[config.mk]
export PLATFORM = sky130hd
export DESIGN_NAME = uart_tx_arbiter
export DESIGN_NICKNAME = d
export VERILOG_FILES = /design/src/rtl/uart_tx_arbiter.sv
export SDC_FILE = /design/constraint.sdc
export NUM_CORES = 1
export LEC_CHECK = 0
export CAP_MARGIN = 20
export CORE_ASPECT_RATIO = 1.4
export CORE_MARGIN = 1.5
export CORE_UTILIZATION = 34
export DETAILED_ROUTE_END_ITERATION = 8
export GPL_ROUTABILITY_DRIVEN = 1
export PLACE_DENSITY_LB_ADDON = 0.2
export SLEW_MARGIN = 15
export SYNTH_ARGS = -nofsm -noshare
export SYNTH_HDL_FRONTEND = slang
export SYNTH_SLANG_ARGS = --single-unit
[constraint.sdc]
create_clock -name clk -period 2.9 [get_ports clk]
set_clock_uncertainty 0.2 [all_clocks]
set_input_delay 0.58 -clock clk [delete_from_list [all_inputs] [get_ports clk]]
set_output_delay 0.58 -clock clk [all_outputs]
set_load 0.01 [all_outputs]
[src/rtl/uart_tx_arbiter.sv]
// uart_tx_arbiter: message-granular round-robin arbiter that shares one UART
// byte serializer between NUM_REQ sources. A granted source keeps the
// transmitter until its req_last byte is accepted, so messages never interleave.
// Optional stall watchdog: define UART_ARB_TIMEOUT_EN to build the timeout counter.
module uart_tx_arbiter #(
  parameter int unsigned NUM_REQ        = 4,
  parameter int unsigned DATA_W         = 8,
  parameter int unsigned TIMEOUT_CYCLES = 480000
) (
  input  logic                                            clk,
  input  logic                                            rst,
  input  logic [NUM_REQ-1:0]                              req_valid,
  input  logic [NUM_REQ*DATA_W-1:0]                       req_data,
  input  logic [NUM_REQ-1:0]                              req_last,
  output logic [NUM_REQ-1:0]                              req_ready,
  output logic                                            tx_valid,
  output logic [DATA_W-1:0]                               tx_data,
  input  logic                                            tx_ready,
  output logic [((NUM_REQ > 1) ? $clog2(NUM_REQ) : 1)-1:0] grant_id,
  output logic                                            busy,
  output logic                                            timeout
);

  localparam int unsigned GW = (NUM_REQ > 1) ? $clog2(NUM_REQ) : 1;

  typedef enum logic {
    IDLE   = 1'b0,
    STREAM = 1'b1
  } state_t;

  state_t              state;
  logic [GW-1:0]       ptr;
  logic [GW-1:0]       pick_idx;
  logic [GW-1:0]       cand;
  logic                pick_found;
  logic                xfer;
  logic                last_g;
  logic [DATA_W-1:0]   data_arr [NUM_REQ];

  // Unpack the flat source bus into one byte per source
  for (genvar gi = 0; gi < NUM_REQ; gi++) begin : g_unpack
    assign data_arr[gi] = req_data[gi*DATA_W +: DATA_W];
  end

  // Round-robin pick: first valid source searching upward from ptr+1, wrapping
  always_comb begin
    pick_found = 1'b0;
    pick_idx   = '0;
    cand       = '0;
    for (int unsigned i = 1; i <= NUM_REQ; i++) begin
      cand = GW'((32'(ptr) + i) % NUM_REQ);
      if (!pick_found && req_valid[cand]) begin
        pick_found = 1'b1;
        pick_idx   = cand;
      end
    end
  end

  // Zero-latency pass-through from the owner to the serializer while streaming
  always_comb begin
    tx_valid  = 1'b0;
    tx_data   = '0;
    req_ready = '0;
    if (state == STREAM) begin
      tx_valid            = req_valid[grant_id];
      tx_data             = data_arr[grant_id];
      req_ready[grant_id] = tx_ready;
    end
  end

  assign xfer   = tx_valid && tx_ready;
  assign last_g = req_last[grant_id];

`ifdef UART_ARB_TIMEOUT_EN
  localparam int unsigned CW = $clog2(TIMEOUT_CYCLES + 1);
  logic [CW-1:0] stall_cnt;

  // Arbitration FSM with stall watchdog; a stalled owner is released and loses priority
  always_ff @(posedge clk or posedge rst) begin
    if (rst) begin
      state     <= IDLE;
      grant_id  <= '0;
      ptr       <= GW'(NUM_REQ - 1);
      busy      <= 1'b0;
      timeout   <= 1'b0;
      stall_cnt <= '0;
    end else begin
      timeout <= 1'b0;
      case (state)
        IDLE: begin
          if (pick_found) begin
            grant_id  <= pick_idx;
            state     <= STREAM;
            busy      <= 1'b1;
            stall_cnt <= '0;
          end
        end
        STREAM: begin
          if (xfer) begin
            stall_cnt <= '0;
            if (last_g) begin
              ptr   <= grant_id;
              state <= IDLE;
              busy  <= 1'b0;
            end
          end else if (stall_cnt == CW'(TIMEOUT_CYCLES - 1)) begin
            timeout   <= 1'b1;
            ptr       <= grant_id;
            state     <= IDLE;
            busy      <= 1'b0;
            stall_cnt <= '0;
          end else begin
            stall_cnt <= stall_cnt + CW'(1);
          end
        end
        default: begin
          state <= IDLE;
          busy  <= 1'b0;
        end
      endcase
    end
  end
`else
  assign timeout = 1'b0;

  // Arbitration FSM; the owner keeps the grant until its last byte is accepted
  always_ff @(posedge clk or posedge rst) begin
    if (rst) begin
      state    <= IDLE;
      grant_id <= '0;
      ptr      <= GW'(NUM_REQ - 1);
      busy     <= 1'b0;
    end else begin
      case (state)
        IDLE: begin
          if (pick_found) begin
            grant_id <= pick_idx;
            state    <= STREAM;
            busy     <= 1'b1;
          end
        end
        STREAM: begin
          if (xfer && last_g) begin
            ptr   <= grant_id;
            state <= IDLE;
            busy  <= 1'b0;
          end
        end
        default: begin
          state <= IDLE;
          busy  <= 1'b0;
        end
      endcase
    end
  end
`endif

endmodule
==> results by group, run 1 <==
Outcome
  – Status: completed

Synthesis
  – Synth top area cells: mux4_2 25%, dfrtp_1 14%, dfstp_2 7.2%
  – Seq/Total Area, Yosys: 21.0%
  – Syn_area_per_cell: 9.68 um^2
  – Yosys warns: 0
  – Syn nets: 118
  – Cell area after synthesis: 726 um^2
  – Synth top area share: 24.8%
  – Cells after Synth: 75
  – Netlist cell types: 30
  – Flops & latches, synth: 6
  – Cell accounting for the most synthesized area: mux4_2

Cells and area
  – Nets: 181
  – Area grow syn2layout: 87.9%
  – Layout cells sized above 1: 16.8%
  – FILL cells: 171
  – Post-route cell area: 0.00136 mm^2
  – Commonest non-fill, non-tap cell in the layout: clkdlybuf4s50_1
  – Diode count: 0
  – Most frequent cells in the layout: 57 x clkdlybuf4s50_1, 8 x mux4_2, 8 x and2_1, 7 x nor2_1

CTS
  – Root Buffer Master: clkbuf_4
  – Post-CTS setup buffers: 0
  – Clock net sink count: 6
  – Worst skew pair latency: 250 ps
  – Clock slew at reported path FFs: 50 ps
  – TritonCTS clock tree: done
  – CTS HTree Levels: 1
  – Num CTS Buffers: 3
  – Longest Clk Path Bufs: 2

Worst setup path
  – Worst path slowest cell: clkdlybuf4s50_1
  – Crit start category: input port
  – CP required: 2120 ps
  – CP Buf/Inv Count: 2
  – Most used cell, CP: clkdlybuf4s50_1
  – Critical Path Fanout Max: 1
  – CP Cell Sequence: clkdlybuf4s50_1, mux4_2, and2_1, clkdlybuf4s50_1
  – CP arrival: 2080 ps
  – Crit end category: output pin
  – CP delay by family, top: buffers and inverters
  – Reg2reg start: grant_id[1]
  – Worst Setup SP: req_data[14]
  – Worst path max stage delay: 480 ps
  – Critical path class: input port to output pin

Placement
  – GPL Wtd Cong: 0.758
  – # port buffers: 58
  – Setup WS pre-CTS: 38.0 ps
  – HPWL after DPL: 1880 um
  – Area after DPL: 0.00134 mm^2

STA
  – Tcrit/Tclk final: 98.7%
  – Final Hold Fails: 0
  – Max-slew headroom: 61.2%
  – Max Fclk: 349 MHz
  – Period minus WS final: 2860 ps
  – Post-route worst setup slack: 38.6 ps
  – Sum of negative setup slack: 0 ps
  – Slew at the pin closest to its max-slew limit: 583 ps
  – Final setup viols: 0
  – RSZ-0062 raised after global routing: false
  – Max Slew Vio Count: 0

Global route
  – First-pass GRT wire length: 3810 um
  – GRT overflow: 0
  – Largest net degree at the start of global routing: 17
  – Total track usage: 20.5%
  – Vias in the first global route: 836
  – Initial antenna violation count: 0

Floorplan
  – Number of top-level pins: 60
  – Site Rows: 19
  – Die area: 0.00242 mm^2
  – Core area: 0.00200 mm^2
  – Die Wd: 42.0 um
  – Initial Utilization: 36.3%
  – Overall die height: 57.7 um

Routing
  – Vias per Instance: 5.33
  – Post-DRT Antenna Nets: 0
  – Wire per inst: 15.0 um
  – DRC violations left: 0
  – DR iter-0 viols: 13
  – Total Wirelength: 2370 um
  – Routed via count: 842
  – First-pass iteration count of the detailed router: 4

Job
  – # Max-Cap Violations: 0

Pwr
  – Peak VDD IR: 612 uV
  – Cell area power density: 778 mW/mm^2
  – Leak Pwr: 0.000578 uW

Min path
  – Worst hold start: busy
  – HP Class: register to register
## cells by family after synthesis
kind of cell / synth area share [%]
compound gates: 14.5
buf+inv: 7.93
flops: 21.0
mux: 34.5
other cells: 0.517
simple gates: 21.6
## sequential cells by signal, indices dropped and copies added (netlist names)
name,cells
ptr,2
grant_id,2
state,1
busy,1
## path summary, 6_finish.rpt
check	endpoint	slack (ps)	cells past startpoint
max in group asynchronous	ptr[1]	1910	2
setup reg to reg	ptr[0]	1010	4
hold reg to reg	busy	300	1
min in group asynchronous	busy	330	2
hold / removal	busy	300	1
setup / recovery	tx_data[6]	40	4
## Yosys cell counts
library cell	number
a31oi_1	1
o221ai_1	3
buf_6	1
dfstp_2	2
conb_1	1
nor3b_1	1
inv_1	6
nor2_1	7
clkbuf_1	1
and2_1	8
a21o_1	1
o22ai_2	1
o21ai_0	1
o21ai_4	1
nor4_1	1
and3_4	1
mux2i_1	4
a21boi_1	1
mux4_2	8
o22ai_1	1
a21oi_1	2
buf_2	1
nand3_1	2
nor3_1	2
o21a_1	1
buf_4	2
dfrtp_1	4
nand2b_1	2
nand2_1	6
mux2_4	2
## through the flow
stage | power [uW] | hold slack, ps | utilization [%] | std cells
global route | 1140 | 327 | 68.3 | 158
finish | 1060 | 302 | 68.3 | 158
detailed placement | 984 | 285 | 66.9 | 154
floorplan | 638 | 170 | - | 75
CTS | 1070 | 301 | 68.2 | 158
global placement | 968 | 279 | 66.9 | 154
## layout make-up
| type | count | area, um^2 | share of cell area [%] |
|---|---|---|---|
| timing repair buffer | 63 | 621 | 45.5 |
| multi-input combinational | 58 | 515 | 37.8 |
| sequential | 6 | 153 | 11.2 |
| clock buffer | 4 | 26.3 | 1.93 |
| tap | 21 | 26.3 | 1.93 |
| inverter | 6 | 22.5 | 1.65 |
## per-layer routing
layer	GRT usage (%)	up-vias	routed length, um
li1	-	400	-
met1	22.9	393	866
met2	37.1	44	1230
met3	4.05	5	212
met4	9.82	0	56
met5	0	-	0
## timing repair
item	in CTS	in global routing
hold buffers	0	0
endpoints found under the setup margin	0	1
resized for setup	0	1
## power by group
group	total (uW)	switching (uW)	internal, uW
clock network	86.1	33.7	52.3
registers	214	81.5	133
logic	760	278	482
(Power assumes the default switching activity.)
==> run 2, diff against run 1 <==
CORE_ASPECT_RATIO = 0.9   (was 1.4)
SETUP_SLACK_MARGIN = 0.2   (was not set)
==> run 2 against run 1 <==
Effect of this change: via count is 3.9% lower; combinational power is 6.1% lower; die area is 0.14% lower; critical path type unchanged; sequential share of layout area hardly changed; largest cell class unchanged; final area is 1.2% higher; critical endpoint is now tx_data[2]; flip-flop and latch count stayed put; sequential power is 4% higher; core utilization is 1.7 points higher; final cell count is 2.5% higher.
==> results by group, run 2 (synthesized netlist as in run 1, its figures left out) <==
Floorplan
  – Site Rows: 15
  – Overall die height: 46.8 um
  – Core area: 0.00197 mm^2
  – Die Wd: 51.7 um
  – Number of top-level pins: 60
  – Initial Utilization: 36.8%
  – Die area: 0.00242 mm^2

Cells and area
  – Layout cells sized above 1: 17.5%
  – Diode count: 0
  – Most frequent cells in the layout: 45 x clkdlybuf4s50_1, 8 x mux4_2, 8 x and2_1, 7 x nor2_1
  – Register area: 154 um^2
  – Final Non-Filler Cells: 162
  – Top Registers: grant_id x2, ptr x2
  – Area of the multi-input gates: 515 um^2
  – Nets: 181
  – Post-layout util: 70.0%
  – Commonest non-fill, non-tap cell in the layout: clkdlybuf4s50_1
  – Area grow syn2layout: 90.2%
  – FILL cells: 177

Worst setup path
  – Crit end category: output pin
  – Crit start category: input port
  – Worst path slowest cell: mux4_2
  – CP Cell Sequence: clkdlybuf4s50_1, mux4_2, and2_1, dlygate4sd2_1
  – Critical path class: input port to output pin
  – Worst R2R Setup Slack: 1040 ps
  – CP required: 2120 ps
  – CP arrival: 1880 ps
  – Critical Path Fanout Max: 1
  – Worst path max stage delay: 460 ps

Routing
  – Routed via count: 809
  – DR iter-0 viols: 18
  – Total Wirelength: 2400 um
  – DRC violations left: 0
  – Wire per inst: 14.8 um
  – Wire length on met3: 150 um
  – Top Metal Used: met3
  – First-pass iteration count of the detailed router: 4
  – Post-DRT Antenna Nets: 0
  – Wl on met1: 1030 um
  – Vias per Instance: 4.99
  – Met2 routed WL: 1220 um

STA
  – Period minus WS final: 2660 ps
  – Post-route worst setup slack: 245 ps
  – Final Hold Fails: 0
  – RSZ-0062 raised after global routing: false
  – Sum of negative setup slack: 0 ps
  – Max Fclk: 377 MHz
  – Final setup viols: 0
  – Max Slew Vio Count: 0
  – Tcrit/Tclk final: 91.6%

CTS
  – Hold Buf Count CTS: 0
  – CTS HTree Levels: 1
  – Longest Clk Path Bufs: 2
  – Post-CTS setup buffers: 0
  – Num CTS Buffers: 3
  – Worst skew pair latency: 250 ps
  – Clock slew at reported path FFs: 50 ps
  – TritonCTS clock tree: done
  – Clock net sink count: 6
  – Root Buffer Master: clkbuf_4

Pwr
  – Clk pwr share: 8.2%
  – Sw Share: 38.9%
  – Comb power frac: 70.0%
  – Sequential share of power: 21.8%
  – Leak Pwr: 0.000637 uW
  – NetSw: 397 uW
  – Cell area power density: 739 mW/mm^2
  – Pint: 624 uW
  – Peak VDD IR: 694 uV
  – Total power: 1020 uW

Job
  – # Max-Cap Violations: 0

Outcome
  – Status: completed

Placement
  – GPL Wtd Cong: 0.754
  – Setup WS pre-CTS: -7.22 ps
  – # port buffers: 58
  – HPWL after DPL: 1980 um
  – Inst Count DP: 158

Min path
  – HP Class: register to register

Global route
  – Vias in the first global route: 789
  – Largest net degree at the start of global routing: 17
  – GRT overflow: 0
  – Total track usage: 20.1%
  – First-pass GRT wire length: 3630 um
  – Initial antenna violation count: 0
run 2: worst paths after layout:
path / from / endpoint / cells after the start
max in group asynchronous: rst / ptr[1] / 2
min in group asynchronous: rst / busy / 2
setup / recovery: req_data[26] / tx_data[2] / 4
hold reg to reg: busy / busy / 1
hold / removal: busy / busy / 1
setup reg to reg: grant_id[0] / ptr[0] / 5
run 2: what timing repair did:
item | in CTS | in global routing
setup endpoints to repair | 11 | 7
pin swaps | 0 | 0
resized for setup | 11 | 7
run 2: layout make-up:
| class | count | area share (%) |
|---|---|---|
| clock buffer | 4 | 1.90 |
| inverter | 6 | 1.63 |
| multi-input combinational | 58 | 37.4 |
| sequential | 6 | 11.2 |
| tap | 25 | 2.27 |
| timing repair buffer | 63 | 45.7 |
run 2: critical path, delay by kind of cell:
family / cells / cell delay (ps)
simple gates: 1 / 160
mux: 1 / 460
buf+inv: 2 / 680
run 2: layer usage:
| metal | GRT usage [%] | vias up |
|---|---|---|
| met3 | 6.05 | 0 |
| met5 | 0 | - |
| met1 | 23.5 | 380 |
| met2 | 36.9 | 31 |
| li1 | - | 398 |
| met4 | 4.74 | 0 |
run 2: power groups by stage:
stage               Clock, uW  Sequential, uW  Combinational [uW]
detailed placement          0             223                 775
CTS                      86.6             223                 717
global placement            0             221                 758
global route             88.6             236                 774
finish                   84.0             222                 714
floorplan                   0             181                 457
run 2: metrics by stage:
step | cell area (um^2) | hold WS, ps
2_1_floorplan | 726 | 170
3_3_place_gp | 1350 | 283
3_5_place_dp | 1350 | 307
4_1_cts | 1370 | 323
5_1_grt | 1380 | 345
6_report | 1380 | 308
